**config.mk**
```make
export PLATFORM = sky130hd
export DESIGN_NAME = idex_stage
export DESIGN_NICKNAME = d
export VERILOG_FILES = /design/src/rtl/idex_stage_pkg.sv /design/src/rtl/idex_stage_fwd_mux.sv /design/src/rtl/idex_stage.sv
export SDC_FILE = /design/constraint.sdc
export NUM_CORES = 1
export LEC_CHECK = 0
export BUFFER_PORTS_ARGS = -buffer_cell sky130_fd_sc_hd__clkbuf_2
export CAP_MARGIN = 15
export CELL_PAD_IN_SITES_DETAIL_PLACEMENT = 1
export CELL_PAD_IN_SITES_GLOBAL_PLACEMENT = 1
export CORE_MARGIN = 1
export CORE_UTILIZATION = 32
export DETAILED_ROUTE_END_ITERATION = 8
export PLACE_DENSITY = 0.84
export SLEW_MARGIN = 0
export SYNTH_ARGS = -nofsm -noshare
export SYNTH_HDL_FRONTEND = slang
export SYNTH_SLANG_ARGS = --single-unit
```
**constraint.sdc**
```tcl
create_clock -name clk -period 2.18 [get_ports clk]
set_input_delay 0.436 -clock clk [delete_from_list [all_inputs] [get_ports clk]]
set_output_delay 0.436 -clock clk [all_outputs]
set_load 0.01 [all_outputs]
```
**src/rtl/idex_stage_pkg.sv**
```systemverilog
// Shared xgriscv definitions used at the ID/EX boundary: datapath width,
// ALU control codes, operand-select codes and the pipeline register layout.
package idex_stage_pkg;

  localparam int XLEN = 32;

  // ALU control codes
  localparam logic [3:0] ALU_CTRL_ZERO = 4'b0000;
  localparam logic [3:0] ALU_CTRL_ADD  = 4'b0001;
  localparam logic [3:0] ALU_CTRL_SUB  = 4'b0010;
  localparam logic [3:0] ALU_CTRL_AND  = 4'b0011;
  localparam logic [3:0] ALU_CTRL_OR   = 4'b0100;
  localparam logic [3:0] ALU_CTRL_XOR  = 4'b0101;
  localparam logic [3:0] ALU_CTRL_SLL  = 4'b0110;
  localparam logic [3:0] ALU_CTRL_SRL  = 4'b0111;
  localparam logic [3:0] ALU_CTRL_SRA  = 4'b1000;
  localparam logic [3:0] ALU_CTRL_SLT  = 4'b1001;
  localparam logic [3:0] ALU_CTRL_SLTU = 4'b1010;

  // A-operand source select
  localparam logic [1:0] ASEL_RS1  = 2'd0;
  localparam logic [1:0] ASEL_PC   = 2'd1;
  localparam logic [1:0] ASEL_ZERO = 2'd2;

  // B-operand source select
  localparam logic BSEL_RS2 = 1'b0;
  localparam logic BSEL_IMM = 1'b1;

  // Everything held in the ID/EX pipeline register
  typedef struct packed {
    logic            valid;
    logic [XLEN-1:0] pc;
    logic [4:0]      rs1;
    logic [4:0]      rs2;
    logic [4:0]      rd;
    logic [XLEN-1:0] rdata1;
    logic [XLEN-1:0] rdata2;
    logic [XLEN-1:0] imm;
    logic [4:0]      shamt;
    logic [3:0]      aluctrl;
    logic [1:0]      asel;
    logic            bsel;
    logic            regwrite;
    logic            memread;
    logic            memwrite;
    logic            branch;
    logic [2:0]      brtype;
  } idex_reg_t;

  // Turn a slot into a bubble: kill validity and every side effect, leave data.
  function automatic idex_reg_t make_bubble(input idex_reg_t r);
    idex_reg_t b;
    b          = r;
    b.valid    = 1'b0;
    b.regwrite = 1'b0;
    b.memread  = 1'b0;
    b.memwrite = 1'b0;
    b.branch   = 1'b0;
    b.aluctrl  = ALU_CTRL_ZERO;
    b.rd       = 5'd0;
    return b;
  endfunction

endpackage

```
**src/rtl/idex_stage_fwd_mux.sv**
```systemverilog
// Operand forwarding for one source register: MEM result beats WB result,
// which beats the register-file value latched at ID. x0 is never forwarded.
import idex_stage_pkg::*;

module idex_stage_fwd_mux (
  input  logic [4:0]      rs,
  input  logic [XLEN-1:0] rdata,
  input  logic            mem_regwrite,
  input  logic [4:0]      mem_rd,
  input  logic [XLEN-1:0] mem_data,
  input  logic            wb_regwrite,
  input  logic [4:0]      wb_rd,
  input  logic [XLEN-1:0] wb_data,
  output logic [XLEN-1:0] fwd
);

  logic mem_hit;
  logic wb_hit;

  assign mem_hit = mem_regwrite && (mem_rd != 5'd0) && (mem_rd == rs);
  assign wb_hit  = wb_regwrite  && (wb_rd  != 5'd0) && (wb_rd  == rs);

  // Priority select: youngest producer first
  always_comb begin
    // NOTE: every output of a combinational block gets a default first, so no path can leave it unassigned and infer a latch.
    fwd = rdata;
    if (mem_hit)     fwd = mem_data;
    else if (wb_hit) fwd = wb_data;
  end

endmodule

```
**src/rtl/idex_stage.sv**
```systemverilog
// ID/EX pipeline register with EX-side operand selection, forwarding,
// load-use hazard detection and bubble/flush handling.
import idex_stage_pkg::*;

module idex_stage (
  input  logic            clk,
  input  logic            rstn,
  input  logic            id_valid,
  input  logic [XLEN-1:0] id_pc,
  input  logic [4:0]      id_rs1,
  input  logic [4:0]      id_rs2,
  input  logic [4:0]      id_rd,
  input  logic            id_uses_rs1,
  input  logic            id_uses_rs2,
  input  logic [XLEN-1:0] id_rdata1,
  input  logic [XLEN-1:0] id_rdata2,
  input  logic [XLEN-1:0] id_imm,
  input  logic [4:0]      id_shamt,
  input  logic [3:0]      id_aluctrl,
  input  logic [1:0]      id_asel,
  input  logic            id_bsel,
  input  logic            id_regwrite,
  input  logic            id_memread,
  input  logic            id_memwrite,
  input  logic            id_branch,
  input  logic [2:0]      id_brtype,
  input  logic            mem_regwrite,
  input  logic [4:0]      mem_rd,
  input  logic [XLEN-1:0] mem_data,
  input  logic            wb_regwrite,
  input  logic [4:0]      wb_rd,
  input  logic [XLEN-1:0] wb_data,
  input  logic            flush,
  input  logic            stall_in,
  output logic            load_use_stall,
  output logic            ex_valid,
  output logic [XLEN-1:0] ex_a,
  output logic [XLEN-1:0] ex_b,
  output logic [4:0]      ex_shamt,
  output logic [3:0]      ex_aluctrl,
  output logic [XLEN-1:0] ex_store_data,
  output logic [XLEN-1:0] ex_pc,
  output logic [XLEN-1:0] ex_imm,
  output logic [4:0]      ex_rd,
  output logic            ex_regwrite,
  output logic            ex_memread,
  output logic            ex_memwrite,
  output logic            ex_branch,
  output logic [2:0]      ex_brtype
);

  idex_reg_t id_fields;
  idex_reg_t ex_q;
  logic [XLEN-1:0] fwd_rs1;
  logic [XLEN-1:0] fwd_rs2;
  logic rs_match;

  // Pack the ID fields; an invalid ID slot enters EX as a bubble
  always_comb begin
    id_fields          = '0;
    id_fields.valid    = id_valid;
    id_fields.pc       = id_pc;
    id_fields.rs1      = id_rs1;
    id_fields.rs2      = id_rs2;
    id_fields.rd       = id_rd;
    id_fields.rdata1   = id_rdata1;
    id_fields.rdata2   = id_rdata2;
    id_fields.imm      = id_imm;
    id_fields.shamt    = id_shamt;
    id_fields.aluctrl  = id_aluctrl;
    id_fields.asel     = id_asel;
    id_fields.bsel     = id_bsel;
    id_fields.regwrite = id_regwrite;
    id_fields.memread  = id_memread;
    id_fields.memwrite = id_memwrite;
    id_fields.branch   = id_branch;
    id_fields.brtype   = id_brtype;
    if (!id_valid) id_fields = make_bubble(id_fields);
  end

  // Load-use hazard: the load in EX produces a register ID wants to read.
  // The stall never lasts more than a cycle because the slot it creates is a bubble.
  assign rs_match = (id_uses_rs1 && (id_rs1 == ex_q.rd)) ||
                    (id_uses_rs2 && (id_rs2 == ex_q.rd));
  assign load_use_stall = !flush && ex_q.valid && ex_q.memread &&
                          (ex_q.rd != 5'd0) && id_valid && rs_match;

  // Pipeline register update: flush > stall_in > load-use bubble > capture
  always_ff @(posedge clk or negedge rstn) begin
    // NOTE: this is a flop register, not a memory array, so it is reset in full; sequential state uses non-blocking assignments only.
    if (!rstn)               ex_q <= '0;
    else if (flush)          ex_q <= make_bubble(ex_q);
    else if (stall_in)       ex_q <= ex_q;
    else if (load_use_stall) ex_q <= make_bubble(ex_q);
    else                     ex_q <= id_fields;
  end

  idex_stage_fwd_mux u_fwd_rs1 (
    .rs           (ex_q.rs1),
    .rdata        (ex_q.rdata1),
    .mem_regwrite (mem_regwrite),
    .mem_rd       (mem_rd),
    .mem_data     (mem_data),
    .wb_regwrite  (wb_regwrite),
    .wb_rd        (wb_rd),
    .wb_data      (wb_data),
    .fwd          (fwd_rs1)
  );

  idex_stage_fwd_mux u_fwd_rs2 (
    .rs           (ex_q.rs2),
    .rdata        (ex_q.rdata2),
    .mem_regwrite (mem_regwrite),
    .mem_rd       (mem_rd),
    .mem_data     (mem_data),
    .wb_regwrite  (wb_regwrite),
    .wb_rd        (wb_rd),
    .wb_data      (wb_data),
    .fwd          (fwd_rs2)
  );

  // ALU operand selection; asel = 3 falls through to zero like ASEL_ZERO
  always_comb begin
    ex_a = '0;
    case (ex_q.asel)
      ASEL_RS1: ex_a = fwd_rs1;
      ASEL_PC:  ex_a = ex_q.pc;
      default:  ex_a = '0;
    endcase
    ex_b     = (ex_q.bsel == BSEL_IMM) ? ex_q.imm   : fwd_rs2;
    ex_shamt = (ex_q.bsel == BSEL_IMM) ? ex_q.shamt : fwd_rs2[4:0];
  end

  assign ex_store_data = fwd_rs2;
  assign ex_valid      = ex_q.valid;
  assign ex_aluctrl    = ex_q.aluctrl;
  assign ex_pc         = ex_q.pc;
  assign ex_imm        = ex_q.imm;
  assign ex_rd         = ex_q.rd;
  assign ex_regwrite   = ex_q.regwrite;
  assign ex_memread    = ex_q.memread;
  assign ex_memwrite   = ex_q.memwrite;
  assign ex_branch     = ex_q.branch;
  assign ex_brtype     = ex_q.brtype;

endmodule

```
==> flow_summary.toml <==
[floorplan]
io_pins = 428
chip_height_um = 172.2
floorplan.rows = 61
design.die.area_um2 = 29660
start_util_pct = 32.93
std_cell_core_area_um2 = 28160
chipWidth_um = 172.2

[setup_path]
cp_buf_inv_count = 3
cpMaxStageDelayCell = "sky130_fd_sc_hd__or3b_4"
worstSetupStartpointType = "flip-flop"
critPathTopFamily = "simple AND/OR/NAND/NOR gates"
worstPathMaxFanout = 5
worst-endpoint-required_ns = 1.74
crit_type = "flip-flop to output port"
setup.worst_path.end_class = "output port"
arrival_ns = 2.67
critical_path_max_stage_delay_ns = 0.52
path_cells = "xnor2_1 -> nand4_1 -> or3b_4 -> buf_6 -> buf_16 -> a221oi_4 -> o21ai_1 -> clkbuf_2"

[logic_synthesis]
synth.avg_cell_area_um2 = 10.73
asr_flop_ratio_synth_pct = 100.0
yosys.cell_count.top_type = "sky130_fd_sc_hd__mux2_2"
synth.yosys.seq_area_share_pct = 43.98
synth_area_um2 = 9274
post_synth_inst_count = 864
yosysUniqueCellTypes = 38
ys_dominant_reg_cell = "sky130_fd_sc_hd__dfrtp_1"
synth_edf_count = 0
syn_nets = 1109
yosys.area.top_type_share_pct = 43.98
yosysWarnings = 0
synthTopCellsByArea = "sky130_fd_sc_hd__dfrtp_1 (44%), sky130_fd_sc_hd__mux2_2 (22%), sky130_fd_sc_hd__buf_4 (6.5%)"
postSynthRegisterBits = 163
netlist_top_cells_count = "sky130_fd_sc_hd__mux2_2 (181), sky130_fd_sc_hd__dfrtp_1 (163), sky130_fd_sc_hd__o21ai_0 (96)"
synth_area_leader_cell = "sky130_fd_sc_hd__dfrtp_1"

[cts]
cts_sinks = 163
path_clk_slew_ns = 0.08
max-clock-path-buffers = 2
cts_root_buffer = "sky130_fd_sc_hd__clkbuf_16"
cts-htree-levels = 4
tritoncts.num_buffers = 17
tritoncts = "built"
worstSkewPairLatency_ns = 0.45

[pwr]
max-vdd-ir-drop_uv = 427.2
leak_pwr_nw = 6.836
total_power_mw = 11.61
powerDensity_nw_per_um2 = 761.3

[place]
post_dp_hpwl_mm = 33.13
place.port_buffers = 427
place.gp.congestion = 0.8940
placement.setup.worst_slack_ns = -0.6352

[sta]
setup_violations = 167
unrepaired_setup_endpoints_after_global_routing = "yes"
setup_ws_ns = -0.9291
final-hold-violation-count = 0
worstMarginPinSlew_ns = 1.098
fmaxAchievable_mhz = 321.6
max_slew_violation_count = 0
period_minus_slack_ns = 3.109
timing.slew.headroom_pct = 26.66
final_clock_period_utilization_by_the_worst_path_pct = 142.6
minimum_hold_slack_ns = 0.2188
final.setup_skew_ns = 0.01594

[grt]
grtUsageTotal_pct = 30.63
global_route.overflow_total = 0
largest_net_degree_at_the_start_of_global_routing = 59
grt_first_pass_wirelength_mm = 65.03
number_of_global_route_vias_before_repair = 10190
number_of_antenna_violations_at_the_first_check_in_global_routing = 6

[detailed_routing]
avgViaCountPerCell = 5.413
drc = 0
detailroute.via_count = 9424
detailedRoute.firstPassIterationCount = 5
first_iter_violations = 537
drt_wl_total_mm = 47.94
wl_per_cell_um = 27.54
final_antenna_net_count = 0

[final_layout]
nets = 1592
post_route_cells_drive_above_1_share_pct = 70.99
regArea_um2 = 4086
multiInputGateArea_um2 = 5593
fill_cells = 3087
area_delta_synth_final_pct = 64.45

[status]
failed_checks = "negative setup slack"
result_of_the_run = "complete, but fails checks"

[run]
max_cap_viol_count = 0

[worst_hold_path]
holdCritPathClass = "primary input to flip-flop"
-- layer usage --
metal / track usage [%] / wire [µm] / up-vias
met5: 0 / 31 / -
met4: 15.89 / 2256 / 4
met3: 7.462 / 3416 / 115
met2: 56.08 / 25260 / 489
met1: 32.37 / 16980 / 4747
li1: - / - / 4069
-- cell type report --
type,count,share of cell area [%]
tap,378,3.101
sequential,163,26.79
clock buffer,21,2.953
clock inverter,9,1.026
antenna,5,0.08204
multi-input combinational,555,36.67
timing repair buffer,610,29.37
-- path summary, 6_finish.rpt --
path                               start             to  slack, ns  cells past startpoint
hold reg to reg            ex_aluctrl[0]  ex_aluctrl[0]       0.49                      1
setup reg to reg                ex_rd[4]       ex_q[15]      -0.09                      9
min in group asynchronous           rstn     ex_imm[29]       0.50                      2
setup / recovery               ex_q[125]        ex_a[9]      -0.93                      8
hold / removal              id_rdata1[6]       ex_q[89]       0.22                      2
max in group asynchronous           rstn     ex_imm[18]       0.99                      3
-- flip-flops by register name, summed over array words and instances (netlist names) --
signal       flops
ex_rd            5
ex_aluctrl       4
ex_brtype        3
ex_branch        1
ex_imm          32
ex_memwrite      1
ex_q            82
ex_valid         1
ex_memread       1
ex_pc           32
ex_regwrite      1
-- cells by family (layout without fill, tap and decap cells) --
kind of cell,Yosys count,in the layout,synth area share (%)
AOI/OAI and AO/OA,188,188,13.07
muxes,181,181,21.98
xor gates and xnor gates,29,29,2.739
DFF,163,163,43.98
buffers and inverters,146,640,9.512
and+or+nand+nor,157,157,8.716
other,0,5,0
-- where the power goes --
group	leakage (nW)	switching (mW)	internal, mW
clock	0.285	1.35	1.94
sequential	1.93	0.417	3.45
combinational	4.62	2.18	2.28
-- per-stage QoR --
step                      util (%)  TNS (ns)  std cells  area, µm²
final                        54.15    -76.66       1741      15250
after global routing         54.13    -89.19       1738      15240
after CTS                    51.46    -73.74       1726      14490
after detailed placement     45.32    -60.26       1661      12760
after global placement       45.32    -48.05       1661      12760
after floorplan                  -    -10.83        864       9724
-- cell usage in the layout, fill, tap and decap left out, types with 5 or more instances in the layout --
master                      netlist  layout
sky130_fd_sc_hd__dfrtp_2          0       6
sky130_fd_sc_hd__buf_12           0      31
sky130_fd_sc_hd__buf_8            0      17
sky130_fd_sc_hd__diode_2          0       5
sky130_fd_sc_hd__buf_16           0      11
sky130_fd_sc_hd__xnor2_1         26      14
sky130_fd_sc_hd__nand3_4          0       5
sky130_fd_sc_hd__o21ai_1          1      51
sky130_fd_sc_hd__o21ai_0         96      19
sky130_fd_sc_hd__a31oi_2          0      17
sky130_fd_sc_hd__clkbuf_8         0       5
sky130_fd_sc_hd__clkbuf_16        0      22
sky130_fd_sc_hd__a31oi_4          0       9
sky130_fd_sc_hd__nand3_1         33      17
sky130_fd_sc_hd__xnor2_2          0      11
sky130_fd_sc_hd__dfrtp_1        163     157
sky130_fd_sc_hd__clkbuf_2         3     401
sky130_fd_sc_hd__buf_6            0      22
sky130_fd_sc_hd__a221oi_2         0      12
sky130_fd_sc_hd__nand3_2          0      11
sky130_fd_sc_hd__buf_2           24      12
sky130_fd_sc_hd__a31oi_1         31       5
sky130_fd_sc_hd__a32o_1          13      13
sky130_fd_sc_hd__mux2_2         181     151
sky130_fd_sc_hd__mux2_4           0      30
sky130_fd_sc_hd__nor3_1          34      26
sky130_fd_sc_hd__nand2_1         36      36
sky130_fd_sc_hd__nor3_2           0       5
sky130_fd_sc_hd__buf_4           80     106
sky130_fd_sc_hd__o21ai_2          0      27
sky130_fd_sc_hd__a221oi_4         0      20
sky130_fd_sc_hd__and2_1          34      33
-- timing repair --
| item | in CTS | in global routing |
|---|---|---|
| hold buffers | 1 | 0 |
| endpoints found under the hold margin | 34 | 0 |
| pin swaps | 50 | 39 |
| resized for setup | 131 | 159 |
| setup endpoints to repair | 122 | 193 |
| cloned | 12 | 5 |
| buffers inserted | 23 | 14 |
(Power assumes the default switching activity.)
